===== config.mk =====
export PLATFORM = sky130hd
export DESIGN_NAME = atm_account_arbiter
export DESIGN_NICKNAME = d
export VERILOG_FILES = /design/src/rtl/atm_pkg.sv /design/src/rtl/atm_rr_arbiter.sv /design/src/rtl/atm_account_arbiter.sv
export SDC_FILE = /design/constraint.sdc
export NUM_CORES = 1
export LEC_CHECK = 0
export ABC_AREA = 1
export CAP_MARGIN = 40
export CORE_MARGIN = 2
export CORE_UTILIZATION = 45
export CTS_BUF_LIST = sky130_fd_sc_hd__clkbuf_8
export CTS_CLUSTER_SIZE = 24
export DETAILED_ROUTE_END_ITERATION = 10
export DONT_BUFFER_PORTS = 1
export SETUP_SLACK_MARGIN = 0.4
export SLEW_MARGIN = 0
export SYNTH_ARGS = -nofsm -noshare
export SYNTH_HDL_FRONTEND = slang
export SYNTH_HIERARCHICAL = 1
export SYNTH_SLANG_ARGS = --single-unit

===== constraint.sdc =====
create_clock -name clk -period 3.8 [get_ports clk]
set_clock_uncertainty 0.15 [all_clocks]
set_input_delay 0.76 -clock clk [delete_from_list [all_inputs] [get_ports clk]]
set_output_delay 0.76 -clock clk [all_outputs]
set_load 0.02 [all_outputs]

===== src/rtl/atm_pkg.sv =====
// atm_pkg
// Shared definitions for the ATM account arbiter:
//   - opcode encodings carried on each terminal's op_code lane
//   - response status encodings reported on resp_status
//   - session FSM state enum
package atm_pkg;

  // Opcodes
  localparam logic [1:0] OP_QUERY    = 2'b00;
  localparam logic [1:0] OP_WITHDRAW = 2'b01;
  localparam logic [1:0] OP_DEPOSIT  = 2'b10;
  // Reserved encoding, treated exactly like a query.
  localparam logic [1:0] OP_RESERVED = 2'b11;

  // Response status
  localparam logic [1:0] ST_OK       = 2'b00;
  localparam logic [1:0] ST_NOFUNDS  = 2'b01;
  localparam logic [1:0] ST_OVERFLOW = 2'b10;
  localparam logic [1:0] ST_TIMEOUT  = 2'b11;

  typedef enum logic [1:0] {
    S_IDLE    = 2'd0,
    S_SESSION = 2'd1,
    S_EXEC    = 2'd2
  } state_t;

endpackage : atm_pkg


===== src/rtl/atm_rr_arbiter.sv =====
// atm_rr_arbiter
// Combinational round-robin pick. The search starts at the terminal after
// last_owner and wraps, so the previous session owner has the lowest priority.
// The pointer register itself lives in the parent.
//
// Ports:
//   req        in   NUM_TERM  request vector
//   last_owner in   IDX_W     index of the previous session owner
//   winner     out  NUM_TERM  one-hot winner, zero when no request
//   winner_idx out  IDX_W     binary index of the winner
//   any_req    out  1         at least one request bit is set
module atm_rr_arbiter
  import atm_pkg::*;
#(
  parameter int NUM_TERM = 4,
  parameter int IDX_W    = $clog2(NUM_TERM)
) (
  input  logic [NUM_TERM-1:0] req,
  input  logic [IDX_W-1:0]    last_owner,
  output logic [NUM_TERM-1:0] winner,
  output logic [IDX_W-1:0]    winner_idx,
  output logic                any_req
);

  always_comb begin
    logic             found;
    logic [IDX_W-1:0] sel;
    winner     = '0;
    winner_idx = '0;
    any_req    = |req;
    found      = 1'b0;
    sel        = '0;
    // Offsets 1..NUM_TERM from the pointer; offset NUM_TERM is the previous
    // owner itself, reached only when nobody else is requesting.
    for (int k = 1; k <= NUM_TERM; k++) begin
      sel = IDX_W'((int'(last_owner) + k) % NUM_TERM);
      if (!found && req[sel]) begin
        found       = 1'b1;
        winner[sel] = 1'b1;
        winner_idx  = sel;
      end
    end
  end

endmodule : atm_rr_arbiter


===== src/rtl/atm_account_arbiter.sv =====
// atm_account_arbiter
// Shares one account ledger between NUM_TERM terminal front-ends. Sessions are
// granted round-robin, the owner's withdraw/deposit/query is applied to the
// ledger with underflow/overflow rejection, and idle sessions are revoked.
//
// Ports:
//   clk          in   1               system clock, rising edge
//   reset        in   1               asynchronous, active-low
//   req          in   NUM_TERM        per-terminal session request (level)
//   op_valid     in   NUM_TERM        per-terminal operation strobe
//   op_code      in   2*NUM_TERM      per-terminal opcode lanes
//   op_amount    in   AMT_W*NUM_TERM  per-terminal amount lanes
//   grant        out  NUM_TERM        one-hot session owner, zero when idle
//   resp_valid   out  1               one-cycle response pulse
//   resp_status  out  2               OK / no funds / overflow / timeout
//   balance      out  AMT_W           registered ledger value
//
// state     | meaning
// ----------+-------------------------------------------------------------
// S_IDLE    | no owner; arbitrate on any req, grant registered next edge
// S_SESSION | owner holds the ledger; waits for op, release or timeout
// S_EXEC    | one cycle; latched op applied, response pulsed
module atm_account_arbiter
  import atm_pkg::*;
#(
  parameter int          NUM_TERM     = 4,
  parameter int          AMT_W        = 8,
  parameter int          TIMEOUT      = 16,
  parameter logic [AMT_W-1:0] INIT_BALANCE = AMT_W'(128)
) (
  input  logic                      clk,
  input  logic                      reset,
  input  logic [NUM_TERM-1:0]       req,
  input  logic [NUM_TERM-1:0]       op_valid,
  input  logic [2*NUM_TERM-1:0]     op_code,
  input  logic [AMT_W*NUM_TERM-1:0] op_amount,
  output logic [NUM_TERM-1:0]       grant,
  output logic                      resp_valid,
  output logic [1:0]                resp_status,
  output logic [AMT_W-1:0]          balance
);

  localparam int IDX_W = $clog2(NUM_TERM);
  localparam int CNT_W = $clog2(TIMEOUT);
  // Idle timer is a down-counter loaded at session (re)entry; reaching zero
  // with no op pending on the next SESSION cycle is the TIMEOUT-th idle cycle.
  localparam logic [CNT_W-1:0] CNT_LOAD = CNT_W'(TIMEOUT - 1);

  state_t                state_q, state_d;
  logic [NUM_TERM-1:0]   grant_q, grant_d;
  logic [IDX_W-1:0]      owner_q, owner_d;
  logic [IDX_W-1:0]      last_owner_q, last_owner_d;
  logic [CNT_W-1:0]      idle_cnt_q, idle_cnt_d;
  logic [1:0]            op_code_q, op_code_d;
  logic [AMT_W-1:0]      op_amount_q, op_amount_d;
  logic [AMT_W-1:0]      balance_q, balance_d;
  logic                  resp_valid_q, resp_valid_d;
  logic [1:0]            resp_status_q, resp_status_d;

  logic [NUM_TERM-1:0]   arb_winner;
  logic [IDX_W-1:0]      arb_winner_idx;
  logic                  arb_any_req;

  logic                  owner_req;
  logic                  owner_op_valid;
  logic [1:0]            owner_code;
  logic [AMT_W-1:0]      owner_amount;

  logic [AMT_W:0]        dep_sum;
  logic [AMT_W-1:0]      exec_balance;
  logic [1:0]            exec_status;

  atm_rr_arbiter #(
    .NUM_TERM (NUM_TERM),
    .IDX_W    (IDX_W)
  ) u_rr_arbiter (
    .req        (req),
    .last_owner (last_owner_q),
    .winner     (arb_winner),
    .winner_idx (arb_winner_idx),
    .any_req    (arb_any_req)
  );

  // Select the current owner's request, strobe and operand lanes.
  always_comb begin
    owner_req      = 1'b0;
    owner_op_valid = 1'b0;
    owner_code     = OP_QUERY;
    owner_amount   = '0;
    for (int i = 0; i < NUM_TERM; i++) begin
      if (owner_q == IDX_W'(i)) begin
        owner_req      = req[i];
        owner_op_valid = op_valid[i];
        owner_code     = op_code[2*i +: 2];
        owner_amount   = op_amount[AMT_W*i +: AMT_W];
      end
    end
  end

  // Ledger update for the latched op. Rejected ops leave the ledger untouched.
  assign dep_sum = {1'b0, balance_q} + {1'b0, op_amount_q};

  always_comb begin
    exec_balance = balance_q;
    exec_status  = ST_OK;
    case (op_code_q)
      OP_WITHDRAW: begin
        if (op_amount_q > balance_q) exec_status  = ST_NOFUNDS;
        else                         exec_balance = balance_q - op_amount_q;
      end
      OP_DEPOSIT: begin
        if (dep_sum[AMT_W]) exec_status  = ST_OVERFLOW;
        else                exec_balance = dep_sum[AMT_W-1:0];
      end
      OP_QUERY, OP_RESERVED: begin
        exec_balance = balance_q;
      end
      default: begin
        exec_balance = balance_q;
      end
    endcase
  end

  // State register (with the datapath registers it steers)
  always_ff @(posedge clk or negedge reset) begin
    if (!reset) begin
      state_q       <= S_IDLE;
      grant_q       <= '0;
      owner_q       <= '0;
      last_owner_q  <= IDX_W'(NUM_TERM - 1);
      idle_cnt_q    <= '0;
      op_code_q     <= OP_QUERY;
      op_amount_q   <= '0;
      balance_q     <= INIT_BALANCE;
      resp_valid_q  <= 1'b0;
      resp_status_q <= ST_OK;
    end else begin
      state_q       <= state_d;
      grant_q       <= grant_d;
      owner_q       <= owner_d;
      last_owner_q  <= last_owner_d;
      idle_cnt_q    <= idle_cnt_d;
      op_code_q     <= op_code_d;
      op_amount_q   <= op_amount_d;
      balance_q     <= balance_d;
      resp_valid_q  <= resp_valid_d;
      resp_status_q <= resp_status_d;
    end
  end

  // Next-state logic. An accepted op takes precedence over release and
  // timeout; a release takes precedence over a coincident timeout.
  always_comb begin
    state_d = state_q;
    case (state_q)
      S_IDLE: begin
        if (arb_any_req) state_d = S_SESSION;
      end
      S_SESSION: begin
        if (owner_op_valid)          state_d = S_EXEC;
        else if (!owner_req)         state_d = S_IDLE;
        else if (idle_cnt_q == '0)   state_d = S_IDLE;
      end
      S_EXEC: begin
        state_d = owner_req ? S_SESSION : S_IDLE;
      end
      default: state_d = S_IDLE;
    endcase
  end

  // Output / datapath next values
  always_comb begin
    grant_d       = grant_q;
    owner_d       = owner_q;
    last_owner_d  = last_owner_q;
    idle_cnt_d    = idle_cnt_q;
    op_code_d     = op_code_q;
    op_amount_d   = op_amount_q;
    balance_d     = balance_q;
    resp_valid_d  = 1'b0;
    resp_status_d = resp_status_q;
    case (state_q)
      S_IDLE: begin
        if (arb_any_req) begin
          grant_d    = arb_winner;
          owner_d    = arb_winner_idx;
          idle_cnt_d = CNT_LOAD;
        end
      end
      S_SESSION: begin
        if (owner_op_valid) begin
          op_code_d   = owner_code;
          op_amount_d = owner_amount;
          idle_cnt_d  = CNT_LOAD;
        end else if (!owner_req) begin
          grant_d      = '0;
          last_owner_d = owner_q;
          idle_cnt_d   = '0;
        end else if (idle_cnt_q == '0) begin
          resp_valid_d  = 1'b1;
          resp_status_d = ST_TIMEOUT;
          grant_d       = '0;
          last_owner_d  = owner_q;
        end else begin
          idle_cnt_d = idle_cnt_q - 1'b1;
        end
      end
      S_EXEC: begin
        balance_d     = exec_balance;
        resp_valid_d  = 1'b1;
        resp_status_d = exec_status;
        if (owner_req) begin
          idle_cnt_d = CNT_LOAD;
        end else begin
          grant_d      = '0;
          last_owner_d = owner_q;
          idle_cnt_d   = '0;
        end
      end
      default: begin
        grant_d = '0;
      end
    endcase
  end

  assign grant       = grant_q;
  assign resp_valid  = resp_valid_q;
  assign resp_status = resp_status_q;
  assign balance     = balance_q;

endmodule : atm_account_arbiter


# Word-level counts from Yosys, hierarchy flattened
# Cells that the tools add are included.
dict set report classes {
  addsub 7
  n_lt_le_gt_ge 9
  n_eq_ne 18
  muxes 80
  bitwise 4
  n_reduce_logical 26
}
# op n
set op_table {}
lappend op_table {{2-to-1 mux 4 bit} 14}
lappend op_table {{2-to-1 mux 8 bit} 6}
lappend op_table {{2-to-1 mux 2 bit} 20}
lappend op_table {{2-to-1 mux 1 bit} 24}
lappend op_table {{one-hot mux 4 bit (3 select lines)} 2}
lappend op_table {{one-hot mux 8 bit (2 select lines)} 1}
lappend op_table {{AND reduction 4 bit} 4}
lappend op_table {{!= test 2 bit, second input constant} 7}
lappend op_table {{< comparator 2 x 3 -> 1 bit, second input constant} 4}
lappend op_table {{bitwise OR 4 bit} 3}
lappend op_table {{one-hot mux 2 bit (2 select lines)} 3}
lappend op_table {{== test 2 bit, second input constant} 5}
lappend op_table {{adder 8 x 8 -> 9 bit} 1}
lappend op_table {{binary-select mux 1 bit (select 2 bit)} 4}
lappend op_table {{demux 1 bit (select 2 bit)} 4}
lappend op_table {{greater-or-equal comparator 2 x 1 -> 1 bit, second input constant} 4}
lappend op_table {{greater-than comparator 8 bit} 1}
lappend op_table {{!= test 4 bit, second input constant} 2}
lappend op_table {{subtractor 8 bit} 1}
lappend op_table {{logical AND 1 bit} 7}
lappend op_table {{== test 2 x 1 -> 1 bit, second input constant} 3}
lappend op_table {{zero test 2 bit} 3}
lappend op_table {{one-hot mux 2 bit (3 select lines)} 1}
lappend op_table {{AND reduction 2 bit} 3}
lappend op_table {{other kinds (13)} 17}
dict set report totals {
  regBits 35
  inputBits 50
  out_inout_bits 15
  word_cells 154
}

# Longest topological paths before layout
dict set report logic_depth {
  depth_word 15
  mapped_depth 14
  mapped_depth_nobuf 13
}

# Modules after synthesis
# Netlist, hierarchy kept.
# module instances cells_each area_each_um2 seq_area_each_um2
set modules_own_cells {}
lappend modules_own_cells {atm_account_arbiter 1 441 2952.8 879.6}
lappend modules_own_cells {atm_rr_arbiter 1 86 528.0 0.0}

# Worst setup path after synthesis
# No wires, ideal clock.
dict set report synth_path {
  kind {flip-flop to flip-flop}
  from {register last_owner_q[0]}
  to {register grant_q[0], in the netlist grant[0]}
  setup_ns 0.076
  t_arrival_ns 1.882
  required_ns 3.574
  slack_ns 1.692
  stages_incl_launch_ff 13
  path_buffers 1
  period_less_slack_ns 2.108
  cell_sequence {dfstp_2 buf_6 inv_6 ha_1 inv_1 nand3_1 nand2_1 nand2_1 inv_1 nand3_1 nand3_1 nand2_1 o21ai_1}
}
dict set report synth_between {
  elab_chain_len 15
  elab_cells_between_ends 50
  cone_classes {add/sub: 4; order compare: 8; mux: 25; bitwise: 3; reduce/logical: 10}
}
# element line_no
set synth_rtl {}
lappend synth_rtl {{start, declared} atm_account_arbiter.sv:52} ;# logic [IDX_W-1:0] last_owner_q, last_owner_d;
lappend synth_rtl {{start signal, assigned} atm_account_arbiter.sv:130} ;# last_owner_q <= IDX_W'(NUM_TERM - 1);
lappend synth_rtl {{start signal, assigned} atm_account_arbiter.sv:141} ;# last_owner_q <= last_owner_d;
lappend synth_rtl {{parallel branches: the longest is 12 deep, another holds < comparator 2 x 3 -> 1 bit} -}
lappend synth_rtl {{2-to-1 mux 4 bit *} atm_rr_arbiter.sv:37} ;# if (!found && req[sel]) begin
lappend synth_rtl {{net arb_winner[0]} atm_account_arbiter.sv:60} ;# logic [NUM_TERM-1:0] arb_winner;
lappend synth_rtl {{2-to-1 mux 4 bit *} atm_account_arbiter.sv:184} ;# if (arb_any_req) begin
lappend synth_rtl {{one-hot mux 4 bit (3 select lines) *} atm_account_arbiter.sv:182} ;# case (state_q)
lappend synth_rtl {{end signal, assigned} atm_account_arbiter.sv:139} ;# grant_q <= grant_d;
lappend synth_rtl {{end, declared} atm_account_arbiter.sv:50} ;# logic [NUM_TERM-1:0] grant_q, grant_d;
# Mark *: on every way through the listed nets, which the timed path passes. The select of a mux whose other input is x is not followed.
# A chain may end at the register's enable or synchronous reset.

# Worst setup path after layout
dict set report layout_path {
  from {register last_owner_q[1]}
  to {register grant_q[1], in the netlist grant[1]}
}
# The elaborated chain is that of the path after synthesis.

==> impl_metrics.json <==
{
  "outcome": "complete, no violations",
  "synth_sequential_area_ratio": 0.253,
  "drt_wl_total_um": 8670,
  "required_time_of_the_worst_setup_path_ns": 3.86,
  "cts_num_sinks": 35,
  "rr_worst_depth": 11,
  "firstDrtPassIters": 5,
  "route.vias.total": 3205,
  "grt_max_degree": 29,
  "finalHoldViolations": 0,
  "floorplan.io_pins": 65,
  "postLayoutCellArea_sq_um": 3660,
  "fin_ws_ns": 1.42,
  "number_of_different_library_cells_in_the_post_synthesis_netlist": 39,
  "cts.path.max_buffers": 2,
  "slew_headroom": 0.595,
  "die_boundary_width_um": 92.0,
  "drt_initial_violations": 163,
  "setup_repair_after_global_routing_missed_its_margin": "false",
  "final.setup.tns_ns": 0,
  "synth_edf_count": 0,
  "root_buffer": "sky130_fd_sc_hd__clkbuf_8",
  "drive_above_1_share": 0.102,
  "wl_per_cell_um": 13.7,
  "detail_route.drc_violations": 0,
  "cp_slowest_cell": "sky130_fd_sc_hd__dfstp_2",
  "fin_crit_sh": 0.626,
  "synth_top_area_frac": 0.230,
  "layout-area-overhead-vs-synth_pct": 5.18,
  "total_power_uw": 3640,
  "io_buffer_count": 0,
  "num-nets-final": 612,
  "ctsHtreeMaxLevel": 2,
  "critical_path.startpoint_type": "register",
  "ant_nets": 0,
  "row_count": 32,
  "average_via_count_per_standard_cell": 5.08,
  "cts.reportedPaths.clkPinSlew_ns": 0.08,
  "post_synth.cell_area_avg_sq_um": 6.61,
  "post_route_worst_hold_slack_ns": 0.0162,
  "synthCells": 527,
  "die-height_um": 92.0,
  "first_global_vias": 3139,
  "critical_path.endpoint_type": "register",
  "cpLargestDelayFamily": "flip-flops",
  "antennaDiodeCount": 0,
  "flop_and_latch_count_out_of_synthesis": 35,
  "cts_tree": "done",
  "tightest_slew_ns": 0.607,
  "syn-cell-area_sq_um": 3480,
  "post_cts_buffers": 0,
  "dp.final_hpwl_um": 7010,
  "crit_fanout": 10,
  "timing.fmax_mhz": 420,
  "holdCritPathClass": "in2async",
  "synthTopCellsByCount": "199 x sky130_fd_sc_hd__nand2_1, 61 x sky130_fd_sc_hd__inv_1, 46 x sky130_fd_sc_hd__nand3_1",
  "grt_pass1_wl_um": 14400,
  "initial_core_util": 0.458,
  "yosysWarnings": 6,
  "final_weighted_congestion_of_routability_driven_global_placement": 0.877,
  "die_area_sq_um": 8450,
  "yosys.cell_count.top_type": "sky130_fd_sc_hd__nand2_1",
  "critical_path_depth": 11,
  "finalWorstPathRequiredPeriod_ns": 2.38,
  "crit_chain": "inv_1, ha_1, inv_1, nand3_1, nand2_1, nand2_1, inv_1, nand3_1, nand3_1, nand2_1, o21ai_1",
  "global_route.overflow_total": 0,
  "slew_viol_final": 0,
  "power_density_nw_per_um2": 995,
  "asyncSetResetFlopFracSynth": 1.00,
  "leakagePower_uw": 0.00195,
  "clkLatencyLatePin_ns": 0.29,
  "cts.repair.resized": 0,
  "path_class": "reg2reg",
  "ys_top_cells_by_area": "sky130_fd_sc_hd__dfrtp_1 23%, sky130_fd_sc_hd__nand2_1 21%, sky130_fd_sc_hd__ha_1 12%",
  "max_stage_delay_ns": 0.67,
  "cts_hold_buf": 1,
  "count_of_buffering_cells_on_the_critical_path_with_inverters_included": 3,
  "grt.total_usage": 0.211,
  "postSynthNetCount": 611,
  "setup-violations-final": 0,
  "cp_data_arrival_time_ns": 2.44,
  "place_ws_ns": 1.41,
  "antenna_found_initial": 0,
  "cts_made_buffers": 5,
  "synthFlopType": "sky130_fd_sc_hd__dfrtp_1",
  "cap_viol_max_count": 0,
  "placement.cell_area_sq_um": 3550,
  "coreArea_sq_um": 7610,
  "yosysTopAreaCell": "sky130_fd_sc_hd__dfrtp_1",
  "ir_drop_v": 0.000392
}
power breakdown:
group / total [uW] / internal (uW) / switching, uW
Clock: 296 / 163 / 133
Sequential: 826 / 553 / 272
Combinational: 2520 / 872 / 1650
Total: 3640 / 1590 / 2050
cell usage in the layout (no fill, tap or decap), drive strengths merged, types with 3 or more instances in the layout:
cell type  netlist  layout
nor2            37      37
dfstp            3       3
nand2          218     218
a21boi           5       5
nand3           49      49
dfrtp           32      32
ha              32      32
inv             69      70
nand4           15      15
a21oi           13      13
clkbuf           2       7
o21ai           31      31
per-layer routing:
layer	track usage	vias to the layer above	wire (um)	part of all wire
met5	0	-	0	0
met4	0.0684	0	173	0.020
met3	0.0312	15	365	0.042
met2	0.379	64	4380	0.51
met1	0.259	1455	3750	0.43
li1	-	1671	-	-
state kept, by name, summed over array words and instances, names as in the netlist:
register	cells
resp_valid	1
owner_q	2
grant	4
last_owner_q	2
idle_cnt_q	4
op_code_q	2
resp_status	2
balance	8
state_q	2
op_amount_q	8
through the flow:
step / instances / util
after floorplan: 527 / -
after global placement: 622 / 0.467
after detailed placement: 622 / 0.467
after CTS: 631 / 0.481
after global routing: 631 / 0.481
final: 631 / 0.481
worst paths after layout:
path / start / to / slack [ns]
min in group clk: idle_cnt_q[3]$_DFFE_PN0P_ / idle_cnt_q[3]$_DFFE_PN0P_ / 0.34
max: last_owner_q[1]$_DFFE_PN1P_ / grant[1]$_DFFE_PN0P_ / 1.42
max reg2reg: last_owner_q[1]$_DFFE_PN1P_ / grant[1]$_DFFE_PN0P_ / 1.42
min: reset / op_amount_q[7]$_DFFE_PN0P_ / 0.02
max in group asynchronous: reset / state_q[0]$_DFFE_PN0P_ / 2.54
min reg2reg: idle_cnt_q[3]$_DFFE_PN0P_ / idle_cnt_q[3]$_DFFE_PN0P_ / 0.34
cell families after synthesis:
| kind of cell | share of synthesized area |
|---|---|
| and+or+nand+nor | 0.419 |
| buffers and inverters | 0.0999 |
| AOI/OAI and AO/OA | 0.0909 |
| DFF | 0.253 |
| adders and majority gates | 0.127 |
| xor gates and xnor gates | 0.00755 |
| muxes | 0.00288 |
layout make-up:
| class | count | area, sq um |
|---|---|---|
| sequential | 35 | 880 |
| clock inverter | 1 | 3.75 |
| tap | 102 | 128 |
| multi-input combinational | 414 | 2250 |
| timing repair buffer | 2 | 17.5 |
| clock buffer | 7 | 96.3 |
| inverter | 70 | 283 |
| fill | 812 | 3950 |
Note: power is estimated with default switching activity, not from simulation.
